**src/rtl/ycbcr_pkg.sv**
```systemverilog
// Shared constants and FSM encoding for the RGB-to-YCbCr stream converter.
// Coefficients are BT.601 full-range, scaled by 256.
package ycbcr_pkg;
    localparam int PIX_W  = 8;
    localparam int WORD_W = 32;
    localparam int PROD_W = 18;
    localparam int FRAC_W = 8;
    localparam int ROUND  = 128;
    localparam int OFFSET = 128;

    localparam int C_YR  = 77;
    localparam int C_YG  = 150;
    localparam int C_YB  = 29;
    localparam int C_CBR = 43;
    localparam int C_CBG = 85;
    localparam int C_CBB = 128;
    localparam int C_CRR = 128;
    localparam int C_CRG = 107;
    localparam int C_CRB = 21;

    typedef enum logic [1:0] {
        ST_IDLE,
        ST_RUN,
        ST_DRAIN,
        ST_DONE
    } state_t;
endpackage

```
**src/rtl/ycbcr_pipe.sv**
```systemverilog
// Three-stage RGB-to-YCbCr arithmetic pipeline: multiply, round/shift/offset, clamp.
// A valid bit travels with each pixel; flush drops everything in flight.
module ycbcr_pipe
    import ycbcr_pkg::*;
#(
    parameter int DATA_W = PIX_W,
    parameter int COEF_W = PROD_W
) (
    input  logic              clk,
    input  logic              rst_n,
    input  logic              flush,
    input  logic              in_vld,
    input  logic [DATA_W-1:0] r,
    input  logic [DATA_W-1:0] g,
    input  logic [DATA_W-1:0] b,
    output logic [WORD_W-1:0] y_p2,
    output logic [WORD_W-1:0] cb_p2,
    output logic [WORD_W-1:0] cr_p2,
    output logic              vld_p0,
    output logic              vld_p1,
    output logic              vld_p2
);
    localparam logic signed [COEF_W-1:0] K_YR   = COEF_W'(C_YR);
    localparam logic signed [COEF_W-1:0] K_YG   = COEF_W'(C_YG);
    localparam logic signed [COEF_W-1:0] K_YB   = COEF_W'(C_YB);
    localparam logic signed [COEF_W-1:0] K_CBR  = COEF_W'(C_CBR);
    localparam logic signed [COEF_W-1:0] K_CBG  = COEF_W'(C_CBG);
    localparam logic signed [COEF_W-1:0] K_CBB  = COEF_W'(C_CBB);
    localparam logic signed [COEF_W-1:0] K_CRR  = COEF_W'(C_CRR);
    localparam logic signed [COEF_W-1:0] K_CRG  = COEF_W'(C_CRG);
    localparam logic signed [COEF_W-1:0] K_CRB  = COEF_W'(C_CRB);
    localparam logic signed [COEF_W-1:0] K_RND  = COEF_W'(ROUND);
    localparam logic signed [COEF_W-1:0] K_OFS  = COEF_W'(OFFSET);
    localparam logic signed [COEF_W-1:0] K_MAX  = COEF_W'((1 << DATA_W) - 1);

    function automatic logic signed [COEF_W-1:0] round_shift(input logic signed [COEF_W-1:0] v);
        return (v + K_RND) >>> FRAC_W;
    endfunction

    function automatic logic [DATA_W-1:0] sat_pix(input logic signed [COEF_W-1:0] v);
        if (v < 0)
            return '0;
        else if (v > K_MAX)
            return '1;
        else
            return v[DATA_W-1:0];
    endfunction

    logic signed [COEF_W-1:0] r_s, g_s, b_s;
    logic signed [COEF_W-1:0] y_p0, cb_p0, cr_p0;
    logic signed [COEF_W-1:0] y_p1, cb_p1, cr_p1;

    assign r_s = COEF_W'(r);
    assign g_s = COEF_W'(g);
    assign b_s = COEF_W'(b);

    always_ff @(posedge clk or negedge rst_n) begin
        if (!rst_n) begin
            vld_p0 <= 1'b0;
            vld_p1 <= 1'b0;
            vld_p2 <= 1'b0;
        end else if (flush) begin
            vld_p0 <= 1'b0;
            vld_p1 <= 1'b0;
            vld_p2 <= 1'b0;
        end else begin
            vld_p0 <= in_vld;
            vld_p1 <= vld_p0;
            vld_p2 <= vld_p1;
        end
    end

    // Stage p0: weighted sums of products
    always_ff @(posedge clk) begin
        if (in_vld) begin
            y_p0  <= K_YR * r_s + K_YG * g_s + K_YB * b_s;
            cb_p0 <= K_CBB * b_s - K_CBR * r_s - K_CBG * g_s;
            cr_p0 <= K_CRR * r_s - K_CRG * g_s - K_CRB * b_s;
        end
    end

    // Stage p1: round, scale back to pixel range, centre the chroma
    always_ff @(posedge clk) begin
        if (vld_p0) begin
            y_p1  <= round_shift(y_p0);
            cb_p1 <= round_shift(cb_p0) + K_OFS;
            cr_p1 <= round_shift(cr_p0) + K_OFS;
        end
    end

    // Stage p2: clamp and hold for the frame memory; holds across bubbles
    always_ff @(posedge clk or negedge rst_n) begin
        if (!rst_n) begin
            y_p2  <= '0;
            cb_p2 <= '0;
            cr_p2 <= '0;
        end else if (vld_p1 && !flush) begin
            y_p2  <= WORD_W'(sat_pix(y_p1));
            cb_p2 <= WORD_W'(sat_pix(cb_p1));
            cr_p2 <= WORD_W'(sat_pix(cr_p1));
        end
    end
endmodule

```
**src/rtl/rgb_to_ycbcr_stream.sv**
```systemverilog
// Frame-level RGB-to-YCbCr converter feeding the YCbCr frame memory:
// handshake, pixel counter and IDLE/RUN/DRAIN/DONE control around ycbcr_pipe.
module rgb_to_ycbcr_stream
    import ycbcr_pkg::*;
#(
    parameter int NUM_PIXELS = 1048576,
    parameter int CNT_W      = 21
) (
    input  logic        clk,
    input  logic        rst_n,
    input  logic        enable,
    input  logic        start,
    input  logic        in_valid,
    output logic        in_ready,
    input  logic [7:0]  R_in,
    input  logic [7:0]  G_in,
    input  logic [7:0]  B_in,
    output logic [31:0] Y_O,
    output logic [31:0] Cb_O,
    output logic [31:0] Cr_O,
    output logic        en_write,
    output logic        mem_enable,
    output logic        busy,
    output logic        done
);
    state_t           state, state_nx;
    logic [CNT_W-1:0] cnt;
    logic             hs, last_hs, frame_go;
    logic             vld_p0, vld_p1, vld_p2;

    assign in_ready = (state == ST_RUN) && enable;
    assign hs       = in_valid && in_ready;
    assign last_hs  = hs && (cnt == CNT_W'(NUM_PIXELS - 1));
    assign frame_go = (state == ST_IDLE) && start && enable;
    assign busy     = (state == ST_RUN) || (state == ST_DRAIN);
    assign done     = (state == ST_DONE);
    assign en_write = vld_p2;

    always_comb begin
        state_nx = state;
        case (state)
            ST_IDLE:  if (frame_go) state_nx = ST_RUN;
            ST_RUN:   if (last_hs) state_nx = ST_DRAIN;
            // The final stage retires on this edge, so DONE follows the last write directly
            ST_DRAIN: if (!vld_p0 && !vld_p1) state_nx = ST_DONE;
            ST_DONE:  state_nx = ST_IDLE;
            default:  state_nx = ST_IDLE;
        endcase
        if (!enable)
            state_nx = ST_IDLE;
    end

    always_ff @(posedge clk or negedge rst_n) begin
        if (!rst_n)
            state <= ST_IDLE;
        else
            state <= state_nx;
    end

    always_ff @(posedge clk or negedge rst_n) begin
        if (!rst_n) begin
            cnt        <= '0;
            mem_enable <= 1'b0;
        end else if (!enable) begin
            cnt        <= '0;
            mem_enable <= 1'b0;
        end else if (frame_go) begin
            cnt        <= '0;
            mem_enable <= 1'b1;
        end else if (hs) begin
            cnt        <= cnt + 1'b1;
        end
    end

    ycbcr_pipe #(
        .DATA_W (PIX_W),
        .COEF_W (PROD_W)
    ) u_pipe (
        .clk    (clk),
        .rst_n  (rst_n),
        .flush  (!enable),
        .in_vld (hs),
        .r      (R_in),
        .g      (G_in),
        .b      (B_in),
        .y_p2   (Y_O),
        .cb_p2  (Cb_O),
        .cr_p2  (Cr_O),
        .vld_p0 (vld_p0),
        .vld_p1 (vld_p1),
        .vld_p2 (vld_p2)
    );
endmodule

```
**config.mk**
```make
export PLATFORM = sky130hd
export DESIGN_NAME = rgb_to_ycbcr_stream
export DESIGN_NICKNAME = d
export VERILOG_FILES = /design/src/rtl/ycbcr_pkg.sv /design/src/rtl/ycbcr_pipe.sv /design/src/rtl/rgb_to_ycbcr_stream.sv
export SDC_FILE = /design/constraint.sdc
export NUM_CORES = 1
export LEC_CHECK = 0
export BUFFER_PORTS_ARGS = -buffer_cell sky130_fd_sc_hd__buf_2
export CORE_UTILIZATION = 55
export DETAILED_ROUTE_END_ITERATION = 8
export HOLD_SLACK_MARGIN = 0.12
export PLACE_DENSITY_LB_ADDON = 0.1
export RECOVER_POWER = 50
export SLEW_MARGIN = 20
export SYNTH_ARGS = -nofsm -noshare
export SYNTH_HDL_FRONTEND = slang
export SYNTH_SLANG_ARGS = --single-unit
export TNS_END_PERCENT = 100
```
**constraint.sdc**
```tcl
create_clock -name clk -period 4.24 [get_ports clk]
set_input_delay 0.212 -clock clk [delete_from_list [all_inputs] [get_ports clk]]
set_output_delay 0.212 -clock clk [all_outputs]
set_load 0.05 [all_outputs]
```
==> impl_metrics.xml <==
<?xml version="1.0" encoding="UTF-8"?>
<metrics>
  <group name="outcome">
    <metric name="result_of_the_run" unit="">finished, violations left</metric>
    <metric name="failed_checks" unit="">max-capacitance violations, max-slew violations, negative setup slack</metric>
  </group>
  <group name="place">
    <metric name="post-dp-hpwl" unit="um">26400</metric>
    <metric name="finalWeightedCongestion" unit="">0.897</metric>
    <metric name="numPortBuffers" unit="">57</metric>
    <metric name="worst_setup_timing_slack_at_the_placement_stage" unit="ns">-1.06</metric>
  </group>
  <group name="detailed_routing">
    <metric name="routed_via_density" unit="">5.20</metric>
    <metric name="total_detailed_routing_wirelength" unit="um">32400</metric>
    <metric name="drt_drc_violations_left" unit="">0</metric>
    <metric name="drt_first_iter_violations" unit="">573</metric>
    <metric name="routed-via-count" unit="">10900</metric>
    <metric name="ant_nets" unit="">0</metric>
    <metric name="avgRoutedWirePerCell" unit="um">15.4</metric>
    <metric name="detail_route.first_pass.iterations" unit="">5</metric>
  </group>
  <group name="sta">
    <metric name="finalMaxSlewViolations" unit="">87</metric>
    <metric name="fin_worst_skew" unit="ns">0.00996</metric>
    <metric name="slew_headroom" unit="">-0.779</metric>
    <metric name="final_hold_viol_count" unit="">0</metric>
    <metric name="setup_slack" unit="ns">-0.459</metric>
    <metric name="clock.fmax" unit="GHz">0.213</metric>
    <metric name="timing.final.crit_share" unit="">1.11</metric>
    <metric name="tightestPinTransition" unit="ns">2.67</metric>
    <metric name="post-route-min-period" unit="ns">4.70</metric>
    <metric name="rsz0062_at_grt" unit="">true</metric>
    <metric name="timing.hold.ws" unit="ns">0.157</metric>
    <metric name="finalSetupViolCount" unit="">22</metric>
    <metric name="setup_total_negative_slack" unit="ns">-7.14</metric>
  </group>
  <group name="clock_tree">
    <metric name="cts.sinks" unit="">115</metric>
    <metric name="max-clock-path-buffers" unit="">2</metric>
    <metric name="cts_tree" unit="">done</metric>
    <metric name="ctsHtreeMaxLevel" unit="">4</metric>
    <metric name="clkLatencyLatePin" unit="ns">0.41</metric>
    <metric name="clkTransAtPathRegs" unit="ns">0.06</metric>
    <metric name="root_buffer" unit="">sky130_fd_sc_hd__clkbuf_16</metric>
    <metric name="number_of_buffers_inserted_during_clock_tree_synthesis" unit="">17</metric>
  </group>
  <group name="final_layout">
    <metric name="final_common_cell" unit="">sky130_fd_sc_hd__buf_4</metric>
    <metric name="syn2layout_area_growth" unit="%">30.6</metric>
    <metric name="fillerInstances" unit="">1790</metric>
    <metric name="final_cell_mix" unit="">270 x sky130_fd_sc_hd__buf_4, 229 x sky130_fd_sc_hd__ha_1, 197 x sky130_fd_sc_hd__inv_1</metric>
    <metric name="nets" unit="">2145</metric>
    <metric name="post_route_cells_drive_above_1_share" unit="">0.293</metric>
  </group>
  <group name="critical_path">
    <metric name="worst-endpoint-arrival" unit="ns">4.85</metric>
    <metric name="cp_class" unit="">in -&gt; reg</metric>
    <metric name="worst-path-max-fanout" unit="">4</metric>
    <metric name="setup.worst_path.end_class" unit="">flop</metric>
    <metric name="critical_path.startpoint_type" unit="">input port</metric>
    <metric name="required_time_reported_for_the_critical_path_endpoint" unit="ns">4.39</metric>
  </group>
  <group name="run">
    <metric name="cap_violations" unit="">2</metric>
  </group>
  <group name="yosys">
    <metric name="yosysSeqAreaShare" unit="">0.232</metric>
    <metric name="netlist-cell-type-count" unit="">65</metric>
    <metric name="async_flop_share" unit="">0.443</metric>
    <metric name="synth_area_per_cell" unit="um^2">9.68</metric>
    <metric name="synthCells" unit="">1424</metric>
    <metric name="netlist.area_leader.share" unit="">0.246</metric>
    <metric name="netlist_area" unit="um^2">13800</metric>
    <metric name="synth-edff-count" unit="">64</metric>
    <metric name="synth_top_area_cell" unit="">sky130_fd_sc_hd__ha_1</metric>
    <metric name="synth_flop_cell" unit="">sky130_fd_sc_hd__edfxtp_1</metric>
    <metric name="ys_top_cells_by_area" unit="">sky130_fd_sc_hd__ha_1 25%, sky130_fd_sc_hd__edfxtp_1 14%, sky130_fd_sc_hd__fa_1 12%</metric>
    <metric name="synth-seq-cells" unit="">115</metric>
    <metric name="yosysWarningCount" unit="">0</metric>
  </group>
  <group name="pwr">
    <metric name="leakagePower" unit="nW">8.91</metric>
    <metric name="vdd_ir_drop_max" unit="mV">0.612</metric>
    <metric name="post-layout-total-power" unit="W">0.0168</metric>
    <metric name="power.density" unit="nW/um^2">936</metric>
  </group>
  <group name="global_routing">
    <metric name="grt_start_max_net_pins" unit="">52</metric>
    <metric name="first_global_vias" unit="">10900</metric>
    <metric name="grt_overflow" unit="">0</metric>
    <metric name="grt_first_pass_wirelength" unit="um">52200</metric>
    <metric name="gr-usage-all-layers" unit="">0.254</metric>
    <metric name="antenna_found_initial" unit="">1</metric>
  </group>
  <group name="die">
    <metric name="core_region_area" unit="um^2">24500</metric>
    <metric name="floorplan.initialDensity" unit="">0.563</metric>
    <metric name="fp-row-count" unit="">57</metric>
    <metric name="die_boundary_height" unit="um">160</metric>
    <metric name="design.die.area" unit="um^2">25700</metric>
    <metric name="ioPinCount" unit="">130</metric>
    <metric name="dieWidth" unit="um">160</metric>
  </group>
  <group name="worst_hold_path">
    <metric name="hold_path_class" unit="">in -&gt; reg</metric>
  </group>
</metrics>
==> final cells by class <==
type	instances	area, um^2	share of cell area
antenna	1	2.50	0.000139
tap	324	405	0.0225
multi-input combinational	1070	10500	0.582
clock buffer	17	425	0.0236
timing repair buffer	340	2530	0.141
clock inverter	15	136	0.00758
sequential	115	3200	0.178
inverter	219	825	0.0458
==> worst max-delay path, cell delays in order <==
cell,delay (ns)
sky130_fd_sc_hd__buf_8,0.10
sky130_fd_sc_hd__ha_4,0.25
sky130_fd_sc_hd__fa_1,0.48
sky130_fd_sc_hd__fa_1,0.49
sky130_fd_sc_hd__inv_1,0.05
sky130_fd_sc_hd__fa_2,0.53
sky130_fd_sc_hd__inv_2,0.04
sky130_fd_sc_hd__ha_4,0.24
sky130_fd_sc_hd__o31a_1,0.32
sky130_fd_sc_hd__a31o_2,0.22
sky130_fd_sc_hd__a21oi_2,0.18
sky130_fd_sc_hd__xnor2_2,0.13
sky130_fd_sc_hd__fa_1,0.43
sky130_fd_sc_hd__inv_2,0.08
sky130_fd_sc_hd__ha_4,0.19
sky130_fd_sc_hd__nand2_2,0.06
sky130_fd_sc_hd__nor2_2,0.04
sky130_fd_sc_hd__a211oi_2,0.28
sky130_fd_sc_hd__nor2_2,0.08
sky130_fd_sc_hd__a2111oi_4,0.34
sky130_fd_sc_hd__xor2_1,0.10
==> cells in the mapped netlist, types with 6 or more instances <==
master,number
sky130_fd_sc_hd__a21oi_1,45
sky130_fd_sc_hd__xor2_1,58
sky130_fd_sc_hd__o211ai_1,10
sky130_fd_sc_hd__xnor2_1,74
sky130_fd_sc_hd__dfrtp_1,51
sky130_fd_sc_hd__clkbuf_1,15
sky130_fd_sc_hd__nand4_1,17
sky130_fd_sc_hd__edfxtp_1,64
sky130_fd_sc_hd__ha_1,271
sky130_fd_sc_hd__nand3_1,39
sky130_fd_sc_hd__a21o_1,29
sky130_fd_sc_hd__a211oi_1,7
sky130_fd_sc_hd__o21bai_1,6
sky130_fd_sc_hd__nor2_1,91
sky130_fd_sc_hd__nand2_1,70
sky130_fd_sc_hd__inv_1,219
sky130_fd_sc_hd__buf_4,72
sky130_fd_sc_hd__nor2b_1,8
sky130_fd_sc_hd__and3_1,17
sky130_fd_sc_hd__o21ai_0,27
sky130_fd_sc_hd__and2_1,10
sky130_fd_sc_hd__o31ai_1,27
sky130_fd_sc_hd__a31oi_1,8
sky130_fd_sc_hd__nor3_1,21
sky130_fd_sc_hd__o21a_1,6
sky130_fd_sc_hd__or2_2,6
sky130_fd_sc_hd__fa_1,82
==> power by group <==
part / switching, W / internal [W] / total (W)
logic: 0.00677 / 0.00668 / 0.0134
registers: 0.000155 / 0.00190 / 0.00205
clock network: 0.000540 / 0.000808 / 0.00135
==> routing by layer <==
layer / global-route usage / routed length, um / up-vias
met4: 0.0792 / 811 / 0
met1: 0.322 / 14400 / 5237
li1: - / - / 5410
met3: 0.0238 / 913 / 55
met5: 0 / 0 / -
met2: 0.456 / 16300 / 228
==> sequential cells by signal (all words and copies together), names as in the netlist <==
register and cells:
u_pipe.vld_p2 1, u_pipe.cb_p2 8, u_pipe.vld_p0 1, u_pipe.cr_p2 8, u_pipe.cb_p0 11, cnt 21
u_pipe.cr_p1 11, u_pipe.cb_p1 11, u_pipe.y_p0 10, state 2, mem_enable 1, u_pipe.vld_p1 1
u_pipe.cr_p0 11, u_pipe.y_p1 10, u_pipe.y_p2 8
==> through the flow <==
stage	area [um^2]	std cells	utilization
floorplan	14500	1495	-
global placement	16600	2050	0.679
detailed placement	16600	2050	0.679
CTS	17500	2091	0.715
global route	18000	2101	0.736
finish	18000	2101	0.736
==> repair_timing <==
action	4_1_cts	5_1_grt
pin swaps	30	48
endpoints found under the setup margin	23	27
endpoints found under the hold margin	54	0
setup buffers	9	11
hold buffers	3	0
gates resized for setup	57	87
==> worst paths after layout <==
check,from,endpoint,slack (ns),cells after the start
max,G_in[4],u_pipe.cr_p0[15]$_DFFE_PP_,-0.46,21
max reg2reg,state[1]$_DFFE_PN0P_,cnt[13]$_DFFE_PN0P_,1.74,8
max in group asynchronous,rst_n,u_pipe.cr_p2[5]$_DFFE_PN0P_,1.45,3
min in group asynchronous,rst_n,cnt[7]$_DFFE_PN0P_,1.27,3
min,enable,mem_enable$_DFFE_PN0P_,0.16,2
min reg2reg,u_pipe.cr_p2[4]$_DFFE_PN0P_,u_pipe.cr_p2[4]$_DFFE_PN0P_,0.47,2
==> cells by family after synthesis <==
| family | count (synthesis) | share of synthesized area |
|---|---|---|
| xor+xnor | 132 | 0.0839 |
| fa+ha+maj | 353 | 0.365 |
| other cells | 1 | 0.000272 |
| buf+inv | 310 | 0.104 |
| simple gates | 308 | 0.109 |
| flops | 115 | 0.232 |
| compound gates | 205 | 0.105 |
No activity file was read; power rests on OpenSTA's default activity.
